[config.mk]
export PLATFORM = sky130hd
export DESIGN_NAME = timer_counter
export DESIGN_NICKNAME = d
export VERILOG_FILES = /design/src/rtl/timer_counter_pkg.sv /design/src/rtl/timer_counter.sv
export SDC_FILE = /design/constraint.sdc
export NUM_CORES = 1
export LEC_CHECK = 0
export BUFFER_PORTS_ARGS = -buffer_cell sky130_fd_sc_hd__buf_4
export CORE_UTILIZATION = 48
export CTS_CLUSTER_SIZE = 10
export DETAILED_ROUTE_END_ITERATION = 8
export PLACE_DENSITY_LB_ADDON = 0.08
export SLEW_MARGIN = 20
export SYNTH_ARGS = -nofsm -noshare
export SYNTH_HDL_FRONTEND = slang
export SYNTH_SLANG_ARGS = --single-unit
[constraint.sdc]
create_clock -name clk -period 2.35 [get_ports clk]
set_input_delay 0.235 -clock clk [delete_from_list [all_inputs] [get_ports clk]]
set_output_delay 0.235 -clock clk [all_outputs]
set_load 0.02 [all_outputs]
[src/rtl/timer_counter_pkg.sv]
// Shared constants for the memory-mapped down-counting timer: register
// offsets, CTRL bit positions, MODE encodings and FSM state encodings.
package timer_counter_pkg;

   // Register offsets as decoded from addr[3:2]
   localparam logic [1:0] REG_CTRL   = 2'd0;
   localparam logic [1:0] REG_PRESET = 2'd1;
   localparam logic [1:0] REG_COUNT  = 2'd2;

   // CTRL bit indices
   localparam int CTRL_EN      = 0;
   localparam int CTRL_MODE_LO = 1;
   localparam int CTRL_MODE_HI = 2;
   localparam int CTRL_IM      = 3;

   // MODE encodings; 2'b10 and 2'b11 are reserved and act as one-shot
   localparam logic [1:0] MODE_ONESHOT = 2'b00;
   localparam logic [1:0] MODE_RELOAD  = 2'b01;

   // Timer FSM states
   typedef enum logic [1:0] {
      ST_IDLE = 2'd0,
      ST_LOAD = 2'd1,
      ST_CNT  = 2'd2,
      ST_INT  = 2'd3
   } state_t;

endpackage : timer_counter_pkg

[src/rtl/timer_counter.sv]
// Memory-mapped down-counting timer. CTRL/PRESET are written by the CPU
// bridge, COUNT is read-only. The FSM loads PRESET into COUNT, counts down
// to zero and raises an interrupt flag; the flag is gated by CTRL.IM.
module timer_counter
   import timer_counter_pkg::*;
#(
   parameter int CNT_W = 32
) (
   input  logic             clk,
   input  logic             reset,
   input  logic [31:0]      addr,
   input  logic             we,
   input  logic [CNT_W-1:0] wd,
   output logic [CNT_W-1:0] rd,
   output logic             irq
);

   localparam logic [CNT_W-1:0] CNT_ZERO = {CNT_W{1'b0}};
   localparam logic [CNT_W-1:0] CNT_ONE  = {{(CNT_W-1){1'b0}}, 1'b1};

   logic [3:0]       ctrl_r;
   logic [CNT_W-1:0] preset_r;
   logic [CNT_W-1:0] count_r;
   logic             irq_flag_r;
   state_t           state_r;

   logic             wr_ctrl_s;
   logic             wr_preset_s;
   logic [1:0]       mode_s;
   logic             unused_addr_s;

   // Only addr[3:2] selects a register; the bridge has already range-qualified we
   assign unused_addr_s = ^{addr[31:4], addr[1:0]};
   assign mode_s        = ctrl_r[CTRL_MODE_HI:CTRL_MODE_LO];

   // Decode software write strobes for the two writable registers
   always_comb begin
      wr_ctrl_s   = 1'b0;
      wr_preset_s = 1'b0;
      if (we) begin
         case (addr[3:2])
            REG_CTRL:   wr_ctrl_s   = 1'b1;
            REG_PRESET: wr_preset_s = 1'b1;
            default: begin
               wr_ctrl_s   = 1'b0;
               wr_preset_s = 1'b0;
            end
         endcase
      end else begin
         wr_ctrl_s   = 1'b0;
         wr_preset_s = 1'b0;
      end
   end

   // Register file and timer FSM. Statement order sets priority: a software
   // write clears the flag but an FSM set in the same cycle wins, while a
   // software CTRL write overrides the one-shot EN clear.
   always_ff @(posedge clk) begin
      if (reset) begin
         ctrl_r     <= 4'd0;
         preset_r   <= CNT_ZERO;
         count_r    <= CNT_ZERO;
         irq_flag_r <= 1'b0;
         state_r    <= ST_IDLE;
      end else begin
         if (wr_ctrl_s || wr_preset_s) begin
            irq_flag_r <= 1'b0;
         end

         case (state_r)
            ST_IDLE: begin
               if (ctrl_r[CTRL_EN]) begin
                  state_r <= ST_LOAD;
               end
            end
            ST_LOAD: begin
               count_r <= preset_r;
               state_r <= ST_CNT;
            end
            ST_CNT: begin
               if (!ctrl_r[CTRL_EN]) begin
                  state_r <= ST_IDLE;
               end else if (count_r > CNT_ONE) begin
                  count_r <= count_r - CNT_ONE;
               end else begin
                  // PRESET=0 lands here on the first CNT cycle, same as PRESET=1
                  count_r    <= CNT_ZERO;
                  irq_flag_r <= 1'b1;
                  state_r    <= ST_INT;
               end
            end
            ST_INT: begin
               if (mode_s == MODE_RELOAD) begin
                  // EN stays set, so IDLE reloads and irq is a single-cycle pulse
                  irq_flag_r <= 1'b0;
               end else begin
                  // One-shot and reserved modes: stop and hold the flag
                  ctrl_r[CTRL_EN] <= 1'b0;
               end
               state_r <= ST_IDLE;
            end
            default: begin
               state_r <= ST_IDLE;
            end
         endcase

         if (wr_ctrl_s) begin
            ctrl_r <= wd[3:0];
         end
         if (wr_preset_s) begin
            preset_r <= wd;
         end
      end
   end

   // Combinational read mux; reads have no side effects
   always_comb begin
      rd = CNT_ZERO;
      case (addr[3:2])
         REG_CTRL:   rd = {{(CNT_W-4){1'b0}}, ctrl_r};
         REG_PRESET: rd = preset_r;
         REG_COUNT:  rd = count_r;
         default:    rd = CNT_ZERO;
      endcase
   end

   assign irq = irq_flag_r & ctrl_r[CTRL_IM];

endmodule : timer_counter
Word level (Yosys, flattened, before mapping). Cells that the tools add are included.

Add/sub/neg operators: 1. Reductions and logical operators: 8. Shifts and indexed selects: 0. Mux-type cells: 20. Bitwise operators: 1. Multipliers: 0. Order comparisons: 1. Div/mod/pow operators: 0. Equal/unequal tests: 10.

Operators with widths (count): one-hot mux 32 bit (3 select lines) (1); 2-to-1 mux 32 bit (2); one-hot mux 32 bit (2 select lines) (1); > comparator 32 x 1 -> 1 bit, second input constant (1); subtractor 32 x 1 -> 32 bit, second input constant (1); 2-to-1 mux 1 bit (11); one-hot mux 2 bit (4 select lines) (1); equality test 2 x 1 -> 1 bit, second input constant (3); equality test 2 bit, second input constant (3); 2-to-1 mux 2 bit (3); inequality test 2 bit, second input constant (3); AND reduction 2 bit (3); logical NOT 2 bit (2); nonzero test 2 bit (2); inequality test 3 bit, second input constant (1); one-hot mux 1 bit (2 select lines) (1); bitwise AND 1 bit (1); logical OR 1 bit (1).

Output and inout port bits: 33. Bits in latches: 0. Memories: 0. RAM bits: 0. Input port bits: 67. Register bits: 71. ROM bits: 0.

Logic depth before layout (Yosys ltp). Gate-level depths: netlist of run 1.

Depth after elaboration: 8. Mapped depth: 9. Depth with buffers taken out: 8.

Worst setup path after synthesis of run 1. OpenSTA, ideal clock, no wires.

Kind: register to register. From: reg count_r[12]. To: reg count_r[4]. Setup slack: -149 ps. Cell stages (with the launch flop): 8. Data arrival time: 2382 ps. Path through: dfxtp_1 or4_4 or4_4 nor3_4 nand2b_1 buf_4 o21ai_1 a32o_1.

Longest elaborated chain between the ends: 4.

Ends and longest elaborated chain: from (decl) (line timer_counter.sv:23) `logic [CNT_W-1:0] count_r;`; from (signal assigned) (line timer_counter.sv:77) `count_r <= preset_r;`; from (signal assigned) (line timer_counter.sv:84) `count_r <= count_r - CNT_ONE;`; > comparator 32 x 1 -> 1 bit (line timer_counter.sv:83) `end else if (count_r > CNT_ONE) begin`; 2-to-1 mux 32 bit (line timer_counter.sv:83); 2-to-1 mux 32 bit (line timer_counter.sv:81) `if (!ctrl_r[CTRL_EN]) begin`; one-hot mux 32 bit (2 select lines) (line timer_counter.sv:70) `case (state_r)`.

Every way passes these cells. The select of a mux whose other input is x is not followed. A chain may end at the register's enable or synchronous reset.

Worst setup path after layout of run 1.
From: reg count_r[8]. To: reg count_r[5].

Same word-level chain as after synthesis.

==> results.tsv, run 1 <==
metric	value	unit
outcome	finished, violations left	
violations	setup timing	
power_density	485.7	mW/mm^2
synth_fp_nets	586	
ioPinCount	100	
arrival	2.65	ns
final_common_cell	buf_4	
worstSetupStartpointType	register	
synth_cell_type_count	56	
start_util	49.92	%
numCtsBuffers	9	
final_nets	695	
cp-startpoint	count_r[8]$_SDFFE_PP0P_	
max_freq	411.9	MHz
crit_end	count_r[5]$_SDFFE_PP0P_	
reg2reg_depth	7	
overflow	0	
required	2.57	ns
drtIter0Drc	390	
fin_crit_sh	103.3	%
p_total	0.002576	W
r2r_setup_slack	-0.08	ns
clkSinkCount	71	
cts_tree	built	
vias_per_cell	6.053	
grt_max_degree	47	
avgSynthCellArea	7.539	um^2
core-area	0.007807	mm^2
ys_seq_area_share	36.47	%
crit_path_end_kind	register	
setup_viol	12	
fillers	702	
avgRoutedWirePerCell	18.02	um
antenna_found_initial	0	
clk_path_buf_depth	2	
tightest_slew	0.5508	ns
grt_pass1_wl	20.98	mm
r2r-start	count_r[8]$_SDFFE_PP0P_	
leakage	2.210	nW
min_from	wd[2]	
slew_violations	0	
area_growth	36.05	%
maxCapViolations	0	
hold_viol_final	0	
path_clk_slew	0.08	ns
fin_worst_skew	0.01327	ns
die_h	92.11	um
critPathMaxFanout	5	
grt_pass1_vias	3940	
min_path_type	in2reg	
drive_gt1_share	32.01	%
numPortBuffers	69	
rows	32	
ys_ff_latch	71	
cts-htree-levels	3	
worstReg2RegEnd	count_r[5]$_SDFFE_PP0P_	
place_ws	-0.09345	ns
syn-instance-count	517	
rsz0062_at_grt	yes	
hpwl	9.329	mm
n_antenna_cell	0	
synth_flop_cell	dfxtp_1	
chipWidth	92.11	um
ys.warnings.count	0	
gp_congestion	0.9381	
drt-total-wl	13.21	mm
vias	4437	
die_area	0.008484	mm^2
cts.root.buffer_cell	clkbuf_8	
syn_area	0.003897	mm^2
synthArstFlopShare	0	%
synth_edf_count	0	
ant_nets	0	
clk_latency	0.35	ns
drc	0	
final_cell_mix	buf_4 (135), nand2_1 (104), dfxtp_1 (65)	
fin_crit	2.428	ns
grt_usage	31.87	%
setup_ws	-0.07778	ns
ir_drop	0.3952	mV
first_pass_iters	5	
crit_type	reg2reg	
slew_headroom	62.94	%
## what timing repair did
| action | 4_1_cts | 5_1_grt |
|---|---|---|
| hold buffers | 0 | 0 |
| pin swaps | 6 | 12 |
| resized for setup | 7 | 22 |
| buffers inserted | 3 | 0 |
| cloned | 0 | 1 |
| setup endpoints to repair | 14 | 28 |
## state kept, by name, indices dropped and copies added (netlist names)
name        cells
preset_r       32
irq_flag_r      1
count_r        32
ctrl_r          4
state_r         2
## layout make-up
type	instances	area [um^2]	share of cell area, %
tap	102	127.6	2.407
clock inverter	6	61.31	1.156
timing repair buffer	142	1110	20.93
inverter	6	22.52	0.4247
sequential	71	1429	26.95
clock buffer	10	127.6	2.407
multi-input combinational	396	2425	45.73
## synthesized netlist by cell type, drive strengths merged, types with 2 or more instances
cell | n | share of area, %
nand3 | 25 | 3.2
a41oi | 2 | 0.45
buf | 5 | 0.71
nand2b | 9 | 1.4
a31oi | 21 | 3.4
nor4 | 10 | 1.6
dfxtp | 71 | 36
o21ai | 15 | 1.9
or4 | 12 | 2.7
clkbuf | 39 | 3.8
nand3b | 3 | 0.58
or2 | 2 | 0.32
a21o | 2 | 0.39
nor2 | 33 | 3.4
and2 | 3 | 0.48
or3 | 3 | 0.48
a211oi | 4 | 0.77
inv | 6 | 0.58
nand4 | 5 | 0.80
nor2b | 5 | 0.80
a221oi | 3 | 0.67
a21oi | 48 | 6.2
o31ai | 3 | 0.58
mux2 | 2 | 0.58
a32o | 3 | 0.77
a22o | 28 | 6.3
nor3 | 12 | 2.0
mux2i | 9 | 2.3
a22oi | 3 | 0.58
o211ai | 6 | 1.2
nand2 | 104 | 10
and3 | 4 | 0.64
ha | 2 | 0.64
## worst max-delay path: stages (launching register included)
cell and delay, ns:
dfxtp_2 0.33, or4_4 0.57, or4_4 0.53, nor3_4 0.31, nor2_4 0.11, buf_6 0.15, a221oi_2 0.25, nor2_1 0.06
## power breakdown
| group | internal, W | switching [W] |
|---|---|---|
| combinational | 0.000155 | 0.000184 |
| clock | 0.000487 | 0.000496 |
| sequential | 0.00123 | 0.0000281 |
## through the flow
step / instance area (um^2) / setup TNS (ns) / instances / util [%] / hold WS, ns
after floorplan: 3976 / -0.5017 / 517 / - / 0.3710
after global placement: 4970 / -0.1126 / 713 / 63.65 / 0.4571
after detailed placement: 4970 / -0.3954 / 713 / 63.65 / 0.4631
after CTS: 5224 / -0.2787 / 732 / 66.91 / 0.1192
after global routing: 5303 / -1.588 / 733 / 67.92 / 0.1257
final: 5303 / -0.6407 / 733 / 67.92 / 0.1287
## worst min path at each step
stage / to / slack (ns) / depth (start not counted)
2_1_floorplan: preset_r[30]$_SDFFE_PP0P_ / 0.37 / 2
3_3_place_gp: preset_r[30]$_SDFFE_PP0P_ / 0.46 / 2
3_5_place_dp: preset_r[30]$_SDFFE_PP0P_ / 0.46 / 2
4_1_cts: preset_r[24]$_SDFFE_PP0P_ / 0.12 / 3
5_1_grt: preset_r[23]$_SDFFE_PP0P_ / 0.13 / 3
6_report: ctrl_r[2]$_SDFFE_PP0P_ / 0.13 / 3
## per-layer routing
metal  wire length [um]  vias up  part of all wire [%]  global-route usage (%)
met1               6164     2077                    47                   47.88
met3               1129       23                   8.5                   4.975
li1                   -     2117                     -                       -
met2               5728      220                    43                   46.64
met5                  0        -                     0                       0
met4                189        0                   1.4                   8.854
## kinds of logic (layout without fill, tap and decap cells)
logic type	Yosys count	count (layout)	synth area share, %
AND/OR/NAND/NOR	235	235	29.60
AO/OA/AOI/OAI	148	148	25.36
flip-flops	71	71	36.47
buffers and inverters	50	164	5.040
multiplexers	11	11	2.889
adder cells (fa/ha/maj)	2	2	0.6420
Power figures use the tool's default switching activity.
==> inputs of run 2 (changes only) <==
--- a/config.mk
+++ b/config.mk
@@ -5,6 +5,7 @@
 export SDC_FILE = /design/constraint.sdc
 export NUM_CORES = 1
 export LEC_CHECK = 0
+export ABC_AREA = 1
 export BUFFER_PORTS_ARGS = -buffer_cell sky130_fd_sc_hd__buf_4
 export CORE_UTILIZATION = 48
 export CTS_CLUSTER_SIZE = 10
==> results.tsv, run 2 <==
metric	value	unit	change
drt-total-wl	10.84	mm	-18%
worstReg2RegEnd	count_r[29]$_SDFFE_PP0P_		
crit_family	simple AND/OR/NAND/NOR gates		
avgRoutedWirePerCell	14.31	um	-21%
worstSetupStartpointType	register		
required	2.64	ns	+0.07 ns
cts-htree-levels	3		unchanged
p_switching	0.001018	W	+44%
clk_latency	0.36	ns	about the same
grt_pass1_wl	18.39	mm	-12%
reg2reg_depth	10		+3
setup_viol	0		-12
grt_max_degree	40		-15%
cts.root.buffer_cell	clkbuf_8		
syn-instance-count	592		+15%
crit_chain	inv_1, ha_1, nand2_2, nor2_4, nor2_4, nor2_4, nor2_4, buf_12, nand3_1, a21oi_1		
synth_flop_cell	dfxtp_1		
grt_usage	26.87	%	-5.0 points
yosysTopAreaCellShare	35.78	%	-0.69 points
fillers	804		+15%
reg.largest.list	count_r (32), preset_r (32), ctrl_r (4)		
numPortBuffers	69		unchanged
worst_path_most_repeated_cell	nor2_4		
hold_depth	2		-1
cts_hold_buf	0		unchanged
synthArstFlopShare	0	%	unchanged
chipWidth	92.98	um	+0.94%
die_area	0.008644	mm^2	+1.9%
holdPathEnd	preset_r[1]$_SDFFE_PP0P_		
drtIter0Drc	189		-52%
drive_gt1_share	17.99	%	-14 points
r2r_setup_slack	0.39	ns	+0.47 ns
ir_drop	0.3673	mV	-7.1%
pwr-share-seq	40.6	%	-8.1 points
final_cell_mix	a21oi_1 (99), buf_4 (78), inv_1 (77)		
ioPinCount	100		unchanged
p_int	0.002187	W	+17%
maxCapViolations	0		unchanged
max_freq	511.0	MHz	+24%
clk_path_buf_depth	2		unchanged
grt_pass1_vias	3895		-1.1%
netSwitchingFraction	31.76	%	+4.3 points
clkSinkCount	71		unchanged
synth.most_common_cell	a21oi_1		
yosys-top-cells-area	dfxtp_1 (36%), a21oi_1 (12%), o21ai_0 (8.7%), inv_1 (7.3%), nand2_1 (7.0%)		
cts_tree	built		
fin_crit	1.957	ns	-0.4707 ns
start_util	50.62	%	+0.70 points
cts_setup_buffers	0		-3
final_common_cell	a21oi_1		
drc	0		unchanged
antenna_found_initial	0		unchanged
fin_crit_sh	83.28	%	-20 points
vias_per_cell	5.380		-11%
ant_nets	0		unchanged
arrival	2.24	ns	-0.41 ns
vias	4078		-8.1%
rsz0062_at_grt	no		
min_path_type	in2reg		
hpwl	7.629	mm	-18%
slew_violations	0		unchanged
syn_area	0.003973	mm^2	+1.9%
core-area	0.007848	mm^2	+0.51%
critPathSlowestCell	dfxtp_1		
setup_ws	0.3929	ns	+0.4707 ns
p_total	0.003205	W	+24%
synthTopCellsByCount	a21oi_1 (99), inv_1 (77), nand2_1 (74)		
critPathMaxFanout	18		+13
power_density	666.6	mW/mm^2	+37%
numCtsBuffers	9		unchanged
area_growth	21.04	%	
clkPwrFrac	35.6	%	-2.6 points
min_from	reset		
r2r-start	count_r[0]$_SDFFE_PP0P_		
yosysTopAreaCell	dfxtp_1		
final_area	0.004808	mm^2	-9.3%
n_antenna_cell	0		unchanged
hold_viol_final	0		unchanged
tightest_slew	0.5684	ns	+0.01756 ns
final_nets	720		+3.6%
leakage	2.067	nW	-6.5%
ys.warnings.count	0		unchanged
overflow	0		unchanged
placedInstanceArea	0.004577	mm^2	-7.9%
combPwrFrac	23.8	%	+11 points
gp_congestion	0.8648		-7.8%
ys_ff_latch	71		unchanged
max_stage_delay	0.35	ns	-0.22 ns
avgSynthCellArea	6.710	um^2	-11%
crit_type	reg2reg		
synth_fp_nets	661		+13%
ys_seq_area_share	35.78	%	-0.69 points
setup-tns-final	0	ns	+0.6407 ns
first_pass_iters	4		-1
place_ws	0.4045	ns	+0.4980 ns
path_clk_slew	0.07	ns	about the same
slew_headroom	62.05	%	-0.89 points
worst-path-buf-inv	2		+1
crit_path_end_kind	register		
post_cts_resized	0		-7
rows	32		unchanged
fin_worst_skew	0.004792	ns	-0.008478 ns
synth_edf_count	0		unchanged
die_h	92.98	um	+0.94%
outcome	completed		
synth_cell_type_count	29		-48%
==> run 2: power groups by stage <==
stage	Sequential, W	Clock (W)	Combinational (W)
3_3_place_gp	0.00133	0	0.000743
3_5_place_dp	0.00133	0	0.000755
5_1_grt	0.00131	0.00121	0.000848
6_report	0.00130	0.00114	0.000763
2_1_floorplan	0.00132	0	0.000544
4_1_cts	0.00130	0.00116	0.000759
==> run 2: worst reg2reg max path: stages, from the launching register on <==
cell     delay, ns
dfxtp_1       0.35
inv_1         0.10
ha_1          0.26
nand2_2       0.13
nor2_4        0.09
nor2_4        0.12
nor2_4        0.06
nor2_4        0.33
buf_12        0.21
nand3_1       0.08
a21oi_1       0.14
==> run 2: layout make-up <==
class	count	area, um^2	share of cell area (%)
Timing Repair Buffer	80	625.6	13.01
Clock inverter	5	80.08	1.665
Inverter	79	296.5	6.167
Clock buffer	11	151.4	3.149
Sequential cell	71	1421	29.56
Multi-Input combinational cell	410	2106	43.79
Tap cell	102	127.6	2.654
==> run 2: kinds of logic (layout without fill, tap and decap cells) <==
logic type | Yosys count | count (layout) | synth area share, %
AOI/OAI and AO/OA | 208 | 208 | 27.94
xor gates and xnor gates | 16 | 16 | 3.527
adders and majority gates | 2 | 2 | 0.6298
buffers and inverters | 111 | 175 | 11.28
DFF | 71 | 71 | 35.78
and+or+nand+nor | 184 | 184 | 20.85
==> run 2: how the worst max path moves through the flow <==
| stage | startpoint | endpoint | slack [ns] | cells past startpoint |
|---|---|---|---|---|
| finish | count_r[0]$_SDFFE_PP0P_ | count_r[29]$_SDFFE_PP0P_ | 0.39 | 10 |
| global route | count_r[0]$_SDFFE_PP0P_ | count_r[24]$_SDFFE_PP0P_ | 0.23 | 10 |
| CTS | count_r[0]$_SDFFE_PP0P_ | count_r[29]$_SDFFE_PP0P_ | 0.39 | 10 |
| detailed placement | count_r[0]$_SDFFE_PP0P_ | count_r[29]$_SDFFE_PP0P_ | 0.40 | 10 |
| global placement | count_r[0]$_SDFFE_PP0P_ | count_r[28]$_SDFFE_PP0P_ | 0.43 | 10 |
| floorplan | addr[2] | rd[12] | 0.82 | 5 |
==> run 2: layer usage <==
metal / global-route usage [%] / part of all wire (%) / up-vias
met5: 0 / 0 / -
met1: 37.76 / 49 / 1864
met2: 42.22 / 46 / 110
met4: 7.051 / 1.0 / 0
li1: - / - / 2092
met3: 4.959 / 4.9 / 12
==> run 2: metrics by stage <==
stage	utilization [%]	hold WS (ns)	cells
after detailed placement	58.32	0.4411	742
after global placement	58.32	0.4338	742
after floorplan	-	0.3041	592
after CTS	61.27	0.06137	758
final	61.27	0.06672	758
after global routing	61.27	0.05660	758
